--- config.mk ---
export PLATFORM = sky130hd
export DESIGN_NAME = ex_muldiv_unit_flat
export DESIGN_NICKNAME = d
export VERILOG_FILES = /design/src/rtl/ex_muldiv_unit_pkg.sv /design/src/rtl/ex_muldiv_unit_if.sv /design/src/rtl/ex_muldiv_step.sv /design/src/rtl/ex_muldiv_unit.sv /design/src/flat_wrapper.sv
export SDC_FILE = /design/constraint.sdc
export NUM_CORES = 1
export LEC_CHECK = 0
export ABC_AREA = 1
export BUFFER_PORTS_ARGS = -buffer_cell sky130_fd_sc_hd__buf_2
export CAP_MARGIN = 20
export CORE_MARGIN = 10
export CORE_UTILIZATION = 41
export DETAILED_ROUTE_END_ITERATION = 10
export HOLD_SLACK_MARGIN = 0.1
export PLACE_DENSITY = 0.64
export SYNTH_ARGS = -nofsm -noshare
export SYNTH_HDL_FRONTEND = slang
export SYNTH_HIERARCHICAL = 1
export SYNTH_SLANG_ARGS = --single-unit
--- constraint.sdc ---
create_clock -name clk -period 9 [get_ports clk]
set_clock_uncertainty 0.15 [all_clocks]
set_input_delay 0.9 -clock clk [delete_from_list [all_inputs] [get_ports clk]]
set_output_delay 0.9 -clock clk [all_outputs]
set_load 0.005 [all_outputs]
--- src/rtl/ex_muldiv_unit_pkg.sv ---
// ex_muldiv_unit_pkg
//   Shared definitions for the RV32M multiply/divide unit. The decoder and
//   the hazard unit use the same constants.
//   - func3 op codes for the eight M-extension operations
//   - 2-bit FSM state encoding
//   - M-extension func7 constant
package ex_muldiv_unit_pkg;

    localparam logic [6:0] MEXT_FUNC7 = 7'b0000001;

    localparam logic [2:0] F3_MUL    = 3'b000;
    localparam logic [2:0] F3_MULH   = 3'b001;
    localparam logic [2:0] F3_MULHSU = 3'b010;
    localparam logic [2:0] F3_MULHU  = 3'b011;
    localparam logic [2:0] F3_DIV    = 3'b100;
    localparam logic [2:0] F3_DIVU   = 3'b101;
    localparam logic [2:0] F3_REM    = 3'b110;
    localparam logic [2:0] F3_REMU   = 3'b111;

    typedef enum logic [1:0] {
        ST_IDLE = 2'b00,
        ST_CALC = 2'b01,
        ST_FIX  = 2'b10,
        ST_DONE = 2'b11
    } state_t;

endpackage

--- src/rtl/ex_muldiv_unit_if.sv ---
// ex_muldiv_unit_if
//   Groups the ID/EX-side request and the EX/MEM-side response of the
//   multiply/divide unit.
//   master : pipeline side (drives i_*, observes o_*)
//   slave  : the unit itself (observes i_*, drives o_*)
interface ex_muldiv_unit_if #(
    parameter int DATA_WIDTH = 32
);
    logic                  i_start;
    logic                  i_flush;
    logic [2:0]            i_func3;
    logic [DATA_WIDTH-1:0] i_rs1_data;
    logic [DATA_WIDTH-1:0] i_rs2_data;
    logic [4:0]            i_rd_addr;
    logic                  o_busy;
    logic                  o_done;
    logic [DATA_WIDTH-1:0] o_result;
    logic [4:0]            o_rd_addr;

    modport master (
        output i_start, i_flush, i_func3, i_rs1_data, i_rs2_data, i_rd_addr,
        input  o_busy, o_done, o_result, o_rd_addr
    );

    modport slave (
        input  i_start, i_flush, i_func3, i_rs1_data, i_rs2_data, i_rd_addr,
        output o_busy, o_done, o_result, o_rd_addr
    );
endinterface

--- src/rtl/ex_muldiv_step.sv ---
// ex_muldiv_step
//   One combinational iteration of the multiply/divide datapath.
//   acc_i  : 2*DATA_WIDTH accumulator {upper, lower}
//   opnd_i : multiplicand (multiply) or divisor (divide), magnitude
//   div_i  : 0 = shift-add multiply step, 1 = restoring divide step
//   acc_o  : accumulator after this iteration
module ex_muldiv_step #(
    parameter int DATA_WIDTH = 32
) (
    input  logic [2*DATA_WIDTH-1:0] acc_i,
    input  logic [DATA_WIDTH-1:0]   opnd_i,
    input  logic                    div_i,
    output logic [2*DATA_WIDTH-1:0] acc_o
);
    localparam int W = DATA_WIDTH;

    logic [W:0] upper_sum;
    logic [W:0] trial;

    // Multiply: the lower half holds the remaining multiplier bits; add the
    // multiplicand into the upper half when the LSB is set, then shift right
    // keeping the carry.
    assign upper_sum = {1'b0, acc_i[2*W-1:W]} + {1'b0, opnd_i};

    // Divide: the upper half is the partial remainder; shift in the next
    // dividend bit and try subtracting the divisor (W+1 bits so the borrow
    // shows in the MSB).
    assign trial = acc_i[2*W-1:W-1] - {1'b0, opnd_i};

    always_comb begin
        acc_o = acc_i;
        if (div_i) begin
            if (trial[W])
                acc_o = {acc_i[2*W-2:0], 1'b0};
            else
                acc_o = {trial[W-1:0], acc_i[W-2:0], 1'b1};
        end else begin
            if (acc_i[0])
                acc_o = {upper_sum, acc_i[W-1:1]};
            else
                acc_o = {1'b0, acc_i[2*W-1:1]};
        end
    end
endmodule

--- src/rtl/ex_muldiv_unit.sv ---
// ex_muldiv_unit
//   Iterative RV32M multiply/divide unit for the EX stage. Holds the FSM,
//   iteration counter, operand latches, special-case detection and sign fix.
//   Ports:
//     clk   : clock, rising edge
//     i_rst : asynchronous active-high reset
//     bus   : ex_muldiv_unit_if.slave (start/flush/func3/operands/rd in,
//             busy/done/result/rd out)
//   Optional feature: define MULDIV_FAST_MUL_EN to compute all multiplies
//   with a single-cycle registered product (IDLE -> DONE).
module ex_muldiv_unit
    import ex_muldiv_unit_pkg::*;
#(
    parameter int DATA_WIDTH = 32,
    parameter int NB_CNT     = 6
) (
    input  logic              clk,
    input  logic              i_rst,
    ex_muldiv_unit_if.slave   bus
);
    localparam int W = DATA_WIDTH;

    state_t                state_q, state_d;
    logic [NB_CNT-1:0]     cnt_q;
    logic [2*W-1:0]        acc_q;
    logic [2*W-1:0]        acc_step;
    logic [W-1:0]          opnd_q;
    logic [2:0]            func3_q;
    logic                  neg_q;
    logic [4:0]            rd_lat_q;
    logic [W-1:0]          result_q;
    logic [4:0]            rd_out_q;
    logic                  done_q;

    // Incoming-op decode
    logic [2:0]   f3;
    logic         is_div, a_sgn, b_sgn, a_neg, b_neg;
    logic [W-1:0] a_mag, b_mag;
    logic         div_zero, div_ovf, special, is_fast, idle_or_done, accept, busy;
    logic [W-1:0] special_res;
    logic [2*W-1:0] prod_fix;
    logic [W-1:0]   quo_fix, rem_fix, fix_res;

    assign f3     = bus.i_func3;
    assign is_div = f3[2];
    // DIV/REM have func3[0]=0 and are signed on both sides.
    assign a_sgn  = is_div ? ~f3[0] : (f3 == F3_MULH || f3 == F3_MULHSU);
    assign b_sgn  = is_div ? ~f3[0] : (f3 == F3_MULH);
    assign a_neg  = a_sgn & bus.i_rs1_data[W-1];
    assign b_neg  = b_sgn & bus.i_rs2_data[W-1];
    assign a_mag  = a_neg ? -bus.i_rs1_data : bus.i_rs1_data;
    assign b_mag  = b_neg ? -bus.i_rs2_data : bus.i_rs2_data;

    assign div_zero = is_div && (bus.i_rs2_data == '0);
    assign div_ovf  = is_div && !f3[0] &&
                      (bus.i_rs1_data == {1'b1, {(W-1){1'b0}}}) &&
                      (bus.i_rs2_data == {W{1'b1}});
    assign special  = div_zero | div_ovf;
    // REM variants (func3[1]=1) return the dividend / zero; DIV variants
    // return all ones / the most negative value.
    assign special_res = div_zero ? (f3[1] ? bus.i_rs1_data : {W{1'b1}})
                                  : (f3[1] ? '0 : bus.i_rs1_data);

`ifdef MULDIV_FAST_MUL_EN
    logic signed [W:0]     fast_a, fast_b;
    logic signed [2*W+1:0] fast_prod;
    logic [W-1:0]          fast_res;
    assign fast_a    = {a_neg, bus.i_rs1_data};
    assign fast_b    = {b_neg, bus.i_rs2_data};
    assign fast_prod = fast_a * fast_b;
    assign fast_res  = (f3 == F3_MUL) ? fast_prod[W-1:0] : fast_prod[2*W-1:W];
    assign is_fast   = ~is_div;
`else
    assign is_fast   = 1'b0;
`endif

    assign idle_or_done = (state_q == ST_IDLE) || (state_q == ST_DONE);
    assign accept       = bus.i_start && !bus.i_flush && idle_or_done;

    ex_muldiv_step #(.DATA_WIDTH(W)) u_step (
        .acc_i  (acc_q),
        .opnd_i (opnd_q),
        .div_i  (func3_q[2]),
        .acc_o  (acc_step)
    );

    // Sign fix applied in the FIX state.
    always_comb begin
        prod_fix = neg_q ? -acc_q : acc_q;
        quo_fix  = neg_q ? -acc_q[W-1:0] : acc_q[W-1:0];
        rem_fix  = neg_q ? -acc_q[2*W-1:W] : acc_q[2*W-1:W];
        case (func3_q)
            F3_MUL:                       fix_res = prod_fix[W-1:0];
            F3_MULH, F3_MULHSU, F3_MULHU: fix_res = prod_fix[2*W-1:W];
            F3_DIV, F3_DIVU:              fix_res = quo_fix;
            default:                      fix_res = rem_fix;
        endcase
    end

    always_ff @(posedge clk or posedge i_rst) begin
        if (i_rst) state_q <= ST_IDLE;
        else       state_q <= state_d;
    end

    always_comb begin
        state_d = state_q;
        busy    = (bus.i_start && idle_or_done) ||
                  (state_q == ST_CALC) || (state_q == ST_FIX);
        if (bus.i_flush) begin
            state_d = ST_IDLE;
        end else begin
            case (state_q)
                ST_IDLE, ST_DONE: begin
                    if (bus.i_start)
                        state_d = (special || is_fast) ? ST_DONE : ST_CALC;
                    else
                        state_d = ST_IDLE;
                end
                ST_CALC: if (cnt_q == NB_CNT'(W - 1)) state_d = ST_FIX;
                default: state_d = ST_DONE;
            endcase
        end
    end

    always_ff @(posedge clk or posedge i_rst) begin
        if (i_rst) begin
            cnt_q    <= '0;
            acc_q    <= '0;
            opnd_q   <= '0;
            func3_q  <= '0;
            neg_q    <= 1'b0;
            rd_lat_q <= '0;
            result_q <= '0;
            rd_out_q <= '0;
            done_q   <= 1'b0;
        end else begin
            done_q <= (state_d == ST_DONE);
            if (accept) begin
                cnt_q    <= '0;
                func3_q  <= f3;
                rd_lat_q <= bus.i_rd_addr;
                acc_q    <= {{W{1'b0}}, a_mag};
                opnd_q   <= b_mag;
                // Remainder follows the dividend; everything else the XOR.
                neg_q    <= (is_div && f3[1]) ? a_neg : (a_neg ^ b_neg);
                if (special) begin
                    result_q <= special_res;
                    rd_out_q <= bus.i_rd_addr;
                end
`ifdef MULDIV_FAST_MUL_EN
                else if (is_fast) begin
                    result_q <= fast_res;
                    rd_out_q <= bus.i_rd_addr;
                end
`endif
            end else if (state_q == ST_CALC) begin
                acc_q <= acc_step;
                cnt_q <= cnt_q + 1'b1;
            end else if (state_q == ST_FIX && !bus.i_flush) begin
                result_q <= fix_res;
                rd_out_q <= rd_lat_q;
            end
        end
    end

    assign bus.o_busy    = busy;
    assign bus.o_done    = done_q;
    assign bus.o_result  = result_q;
    assign bus.o_rd_addr = rd_out_q;
endmodule
--- src/flat_wrapper.sv ---
// flat-port wrapper written by rule: the top's interface ports become plain ports
module ex_muldiv_unit_flat import ex_muldiv_unit_pkg::*;
#(
    parameter int DATA_WIDTH = 32,
    parameter int NB_CNT     = 6
)
  (clk, i_rst, bus_i_start, bus_i_flush, bus_i_func3, bus_i_rs1_data, bus_i_rs2_data, bus_i_rd_addr, bus_o_busy, bus_o_done, bus_o_result, bus_o_rd_addr);
  ex_muldiv_unit_if #(.DATA_WIDTH(DATA_WIDTH)) bus_i ();
  input  logic clk;
  input  logic i_rst;
  input wire logic [$bits(bus_i.i_start)-1:0] bus_i_start;
  input wire logic [$bits(bus_i.i_flush)-1:0] bus_i_flush;
  input wire logic [$bits(bus_i.i_func3)-1:0] bus_i_func3;
  input wire logic [$bits(bus_i.i_rs1_data)-1:0] bus_i_rs1_data;
  input wire logic [$bits(bus_i.i_rs2_data)-1:0] bus_i_rs2_data;
  input wire logic [$bits(bus_i.i_rd_addr)-1:0] bus_i_rd_addr;
  output wire logic [$bits(bus_i.o_busy)-1:0] bus_o_busy;
  output wire logic [$bits(bus_i.o_done)-1:0] bus_o_done;
  output wire logic [$bits(bus_i.o_result)-1:0] bus_o_result;
  output wire logic [$bits(bus_i.o_rd_addr)-1:0] bus_o_rd_addr;
  assign bus_i.i_start = bus_i_start;
  assign bus_i.i_flush = bus_i_flush;
  assign bus_i.i_func3 = bus_i_func3;
  assign bus_i.i_rs1_data = bus_i_rs1_data;
  assign bus_i.i_rs2_data = bus_i_rs2_data;
  assign bus_i.i_rd_addr = bus_i_rd_addr;
  assign bus_o_busy = bus_i.o_busy;
  assign bus_o_done = bus_i.o_done;
  assign bus_o_result = bus_i.o_result;
  assign bus_o_rd_addr = bus_i.o_rd_addr;
  ex_muldiv_unit #(.DATA_WIDTH(DATA_WIDTH), .NB_CNT(NB_CNT)) u_core (.clk(clk), .i_rst(i_rst), .bus(bus_i));
endmodule
==> flow_metrics.env <==
export IMPL_hold_viol_final=0
export IMPL_stdcell_area_um2=20000
export IMPL_cts_max_level=4
export IMPL_cts_buffers=17
export IMPL_synthFlopType="dfrtp_1"
export IMPL_insertion_delay_ps=460
export IMPL_drtIter0Drc=2976
export IMPL_post_route_drc_count=0
export IMPL_crit_arrival_ps=3970
export IMPL_powerDensity_nw_per_um2=263
export IMPL_required_ps=9180
export IMPL_synth_edf_count=0
export IMPL_synth_cells=3353
export IMPL_rrSetupSlack_ps=5210
export IMPL_grt_max_degree=90
export IMPL_endpoint_kind="register"
export IMPL_cts_root_buf="clkbuf_16"
export IMPL_synthAdderAreaFrac=0.0514
export IMPL_drt_met1_wl_um=34400
export IMPL_die_w_um=233
export IMPL_worst_pin_slew_ps=1070
export IMPL_synth_fp_nets=3504
export IMPL_avgViaCountPerCell=5.49
export IMPL_seq_area_frac_synth=0.204
export IMPL_pin_count=115
export IMPL_synth_async_reset_ratio=1.00
export IMPL_numPortBuffers=114
export IMPL_worst_setup_path_start_kind="register"
export IMPL_vdd_drop_max_v=0.000153
export IMPL_coreArea_um2=44500
export IMPL_synthXorXnorAreaFrac=0.0335
export IMPL_worstReg2RegStart="u_core/state_q[1]$_DFF_PP0_"
export IMPL_die_h_um=233
export IMPL_nets=3539
export IMPL_wl_per_cell_um=18.8
export IMPL_antenna_found_initial=2
export IMPL_top_layer="met4"
export IMPL_cp_max_fo=62
export IMPL_layout_drive_gt1_share=0.0691
export IMPL_ctsLongestPathBuffers=2
export IMPL_hold_path_class="reg2reg"
export IMPL_yosysUniqueCellTypes=54
export IMPL_period_share=0.421
export IMPL_met3_length_um=7820
export IMPL_syn2layout_area_growth_pct=7.90
export IMPL_synth_simple_area_share=0.442
export IMPL_fmax_ghz=0.264
export IMPL_yosys_warnings=6
export IMPL_r2r_end="u_core/bus.o_result[5]$_DFFE_PP0P_"
export IMPL_cts_sinks=151
export IMPL_maxCapViolCount=0
export IMPL_cts_tree="yes"
export IMPL_report_final_slew_viol_count=0
export IMPL_p_leak_nw=10.8
export IMPL_r2r_cells=10
export IMPL_clkTransAtPathRegs_ps=60
export IMPL_cts_hold_buf=0
export IMPL_grt_pass1_vias=19316
export IMPL_dpl_cell_area_um2=19400
export IMPL_num_vias=21919
export IMPL_fin_total_pwr_mw=5.27
export IMPL_met2WireLength_um=30800
export IMPL_whs_ps=319
export IMPL_gr_total_overflow=0
export IMPL_finalSetupViolCount=0
export IMPL_wl_um=75300
export IMPL_row_count=77
export IMPL_hold_path_end="u_core/rd_lat_q[2]$_DFFE_PP0P_"
export IMPL_routabilityCongestion=1.00
export IMPL_crit_type="reg2reg"
export IMPL_post_cts_setup_buffer_count=0
export IMPL_synth_compound_area_frac=0.142
export IMPL_ant_nets=0
export IMPL_grt_usage=0.271
export IMPL_rsz0062_at_grt="false"
export IMPL_synth_area_mux_share=0
export IMPL_hpwl_um=58800
export IMPL_syn_area_um2=18600
export IMPL_synth_top_family_by_area="simple AND/OR/NAND/NOR gates"
export IMPL_postLayoutCoreUtil=0.450
export IMPL_start_util=0.417
export IMPL_post_cts_resized=0
export IMPL_syn_avg_cell_area_um2=5.53
export IMPL_slew_headroom=0.286
export IMPL_dieArea_um2=54200
export IMPL_synth_seq_cells=151
export IMPL_setup_tns_ps=0
export IMPL_first_pass_iters=7
export IMPL_hold_depth=2
export IMPL_period_minus_slack_ps=3790
export IMPL_grt_pass1_wl_um=115000
export IMPL_outcome="completed"
export IMPL_holdCritStartpoint="u_core/rd_lat_q[2]$_DFFE_PP0P_"
cell usage after synthesis (7+ instances only):
cell type | number | area share
o21ai_0 | 182 | 0.049
inv_2 | 13 | 0.0026
nand3b_1 | 7 | 0.0028
nand3_1 | 296 | 0.080
buf_6 | 12 | 0.0073
nor2_1 | 457 | 0.092
clkbuf_1 | 69 | 0.014
nor3_1 | 36 | 0.0097
nand2_2 | 16 | 0.0054
o211ai_1 | 10 | 0.0040
dfrtp_1 | 151 | 0.20
o22ai_1 | 18 | 0.0061
o21ai_1 | 29 | 0.0078
a31oi_1 | 35 | 0.012
nor2_2 | 13 | 0.0044
nand4_1 | 38 | 0.013
a21oi_1 | 178 | 0.048
ha_1 | 73 | 0.049
xnor2_1 | 16 | 0.0076
nand2_1 | 1078 | 0.22
buf_1 | 8 | 0.0016
xor2_1 | 55 | 0.026
inv_1 | 467 | 0.094
buf_2 | 19 | 0.0051
flip-flops by register name (all words and copies together), names as in the netlist:
signal and flops:
u_core/bus.o_rd_addr 5, u_core/func3_q 3, u_core/rd_lat_q 5, u_core/acc_q 64
u_core/opnd_q 32, u_core/bus.o_result 32, u_core/cnt_q 6, u_core/bus.o_done 1
u_core/neg_q 1, u_core/state_q 2
layout by cell type, fill, tap and decap left out, types with 6 or more instances in the layout:
cell          n
a21oi_1     178
a31oi_1      35
buf_2       114
buf_4        14
clkbuf_16    17
dfrtp_1     149
ha_1         72
inv_1       465
inv_2        13
nand2_1    1078
nand2_2      16
nand3_1     296
nand3b_1      7
nand4_1      38
nor2_1      455
nor2_2       14
nor3_1       36
nor3_2        6
o211ai_1     10
o21ai_0     182
o21ai_1      29
o22ai_1      18
xnor2_1      16
xor2_1       55
power by group:
| part | total, mW | internal, mW | switching (mW) | leakage (nW) |
|---|---|---|---|---|
| Sequential | 1.23 | 0.849 | 0.384 | 1.87 |
| Clock | 0.725 | 0.415 | 0.310 | 0.278 |
| Combinational | 3.31 | 1.02 | 2.29 | 8.66 |
| Total | 5.27 | 2.29 | 2.98 | 10.8 |
worst max path at each step:
stage	start	slack, ps	endpoint	depth (start not counted)
CTS	u_core/state_q[1]$_DFF_PP0_	5280	u_core/bus.o_result[16]$_DFFE_PP0P_	10
finish	u_core/state_q[1]$_DFF_PP0_	5210	u_core/bus.o_result[5]$_DFFE_PP0P_	10
global route	u_core/state_q[1]$_DFF_PP0_	4920	u_core/bus.o_result[27]$_DFFE_PP0P_	10
global placement	bus_i_rs1_data[0]	5100	u_core/bus.o_result[9]$_DFFE_PP0P_	13
floorplan	i_rst	3890	u_core/acc_q[0]$_DFFE_PP0P_	1
detailed placement	bus_i_rs1_data[0]	5060	u_core/bus.o_result[8]$_DFFE_PP0P_	13
kinds of logic (layout without fill, tap and decap cells):
group                    after synthesis  after routing
other                                  0              2
XOR/XNOR                              71             71
adder cells (fa/ha/maj)               75             75
AND/OR/NAND/NOR                     1974           1974
AO/OA/AOI/OAI                        487            487
buffers and inverters                595            641
flip-flops                           151            151
metal layers:
| metal | global-route usage | vias up |
|---|---|---|
| li1 | - | 10714 |
| met1 | 0.399 | 9941 |
| met2 | 0.387 | 1139 |
| met3 | 0.0496 | 125 |
| met4 | 0.0881 | 0 |
| met5 | 0 | - |
worst max-delay path, cell delays in order (launching register included):
cell and delay, ps:
dfrtp_1 410, inv_1 70, ha_2 150, buf_4 580, inv_1 340, nand2_1 140, inv_1 50, nand2_2 600
clkinv_2 770, nor2_1 270, a21oi_1 60
layout make-up:
type / count / area [µm²]
clock inverters: 10 / 121
inverters: 483 / 1820
fillers: 5021 / 24500
multi-input cells: 2607 / 12400
clock buffers: 20 / 447
flip-flops and latches: 151 / 3780
well taps: 592 / 741
diodes: 2 / 5.00
repair buffers: 128 / 676
metrics by stage:
stage,setup slack (ps),cells
after floorplan,3890,3353
after CTS,5280,3991
after global routing,4920,3993
after detailed placement,5060,3961
final,5210,3993
after global placement,5100,3961
Power figures use the tool's default switching activity.
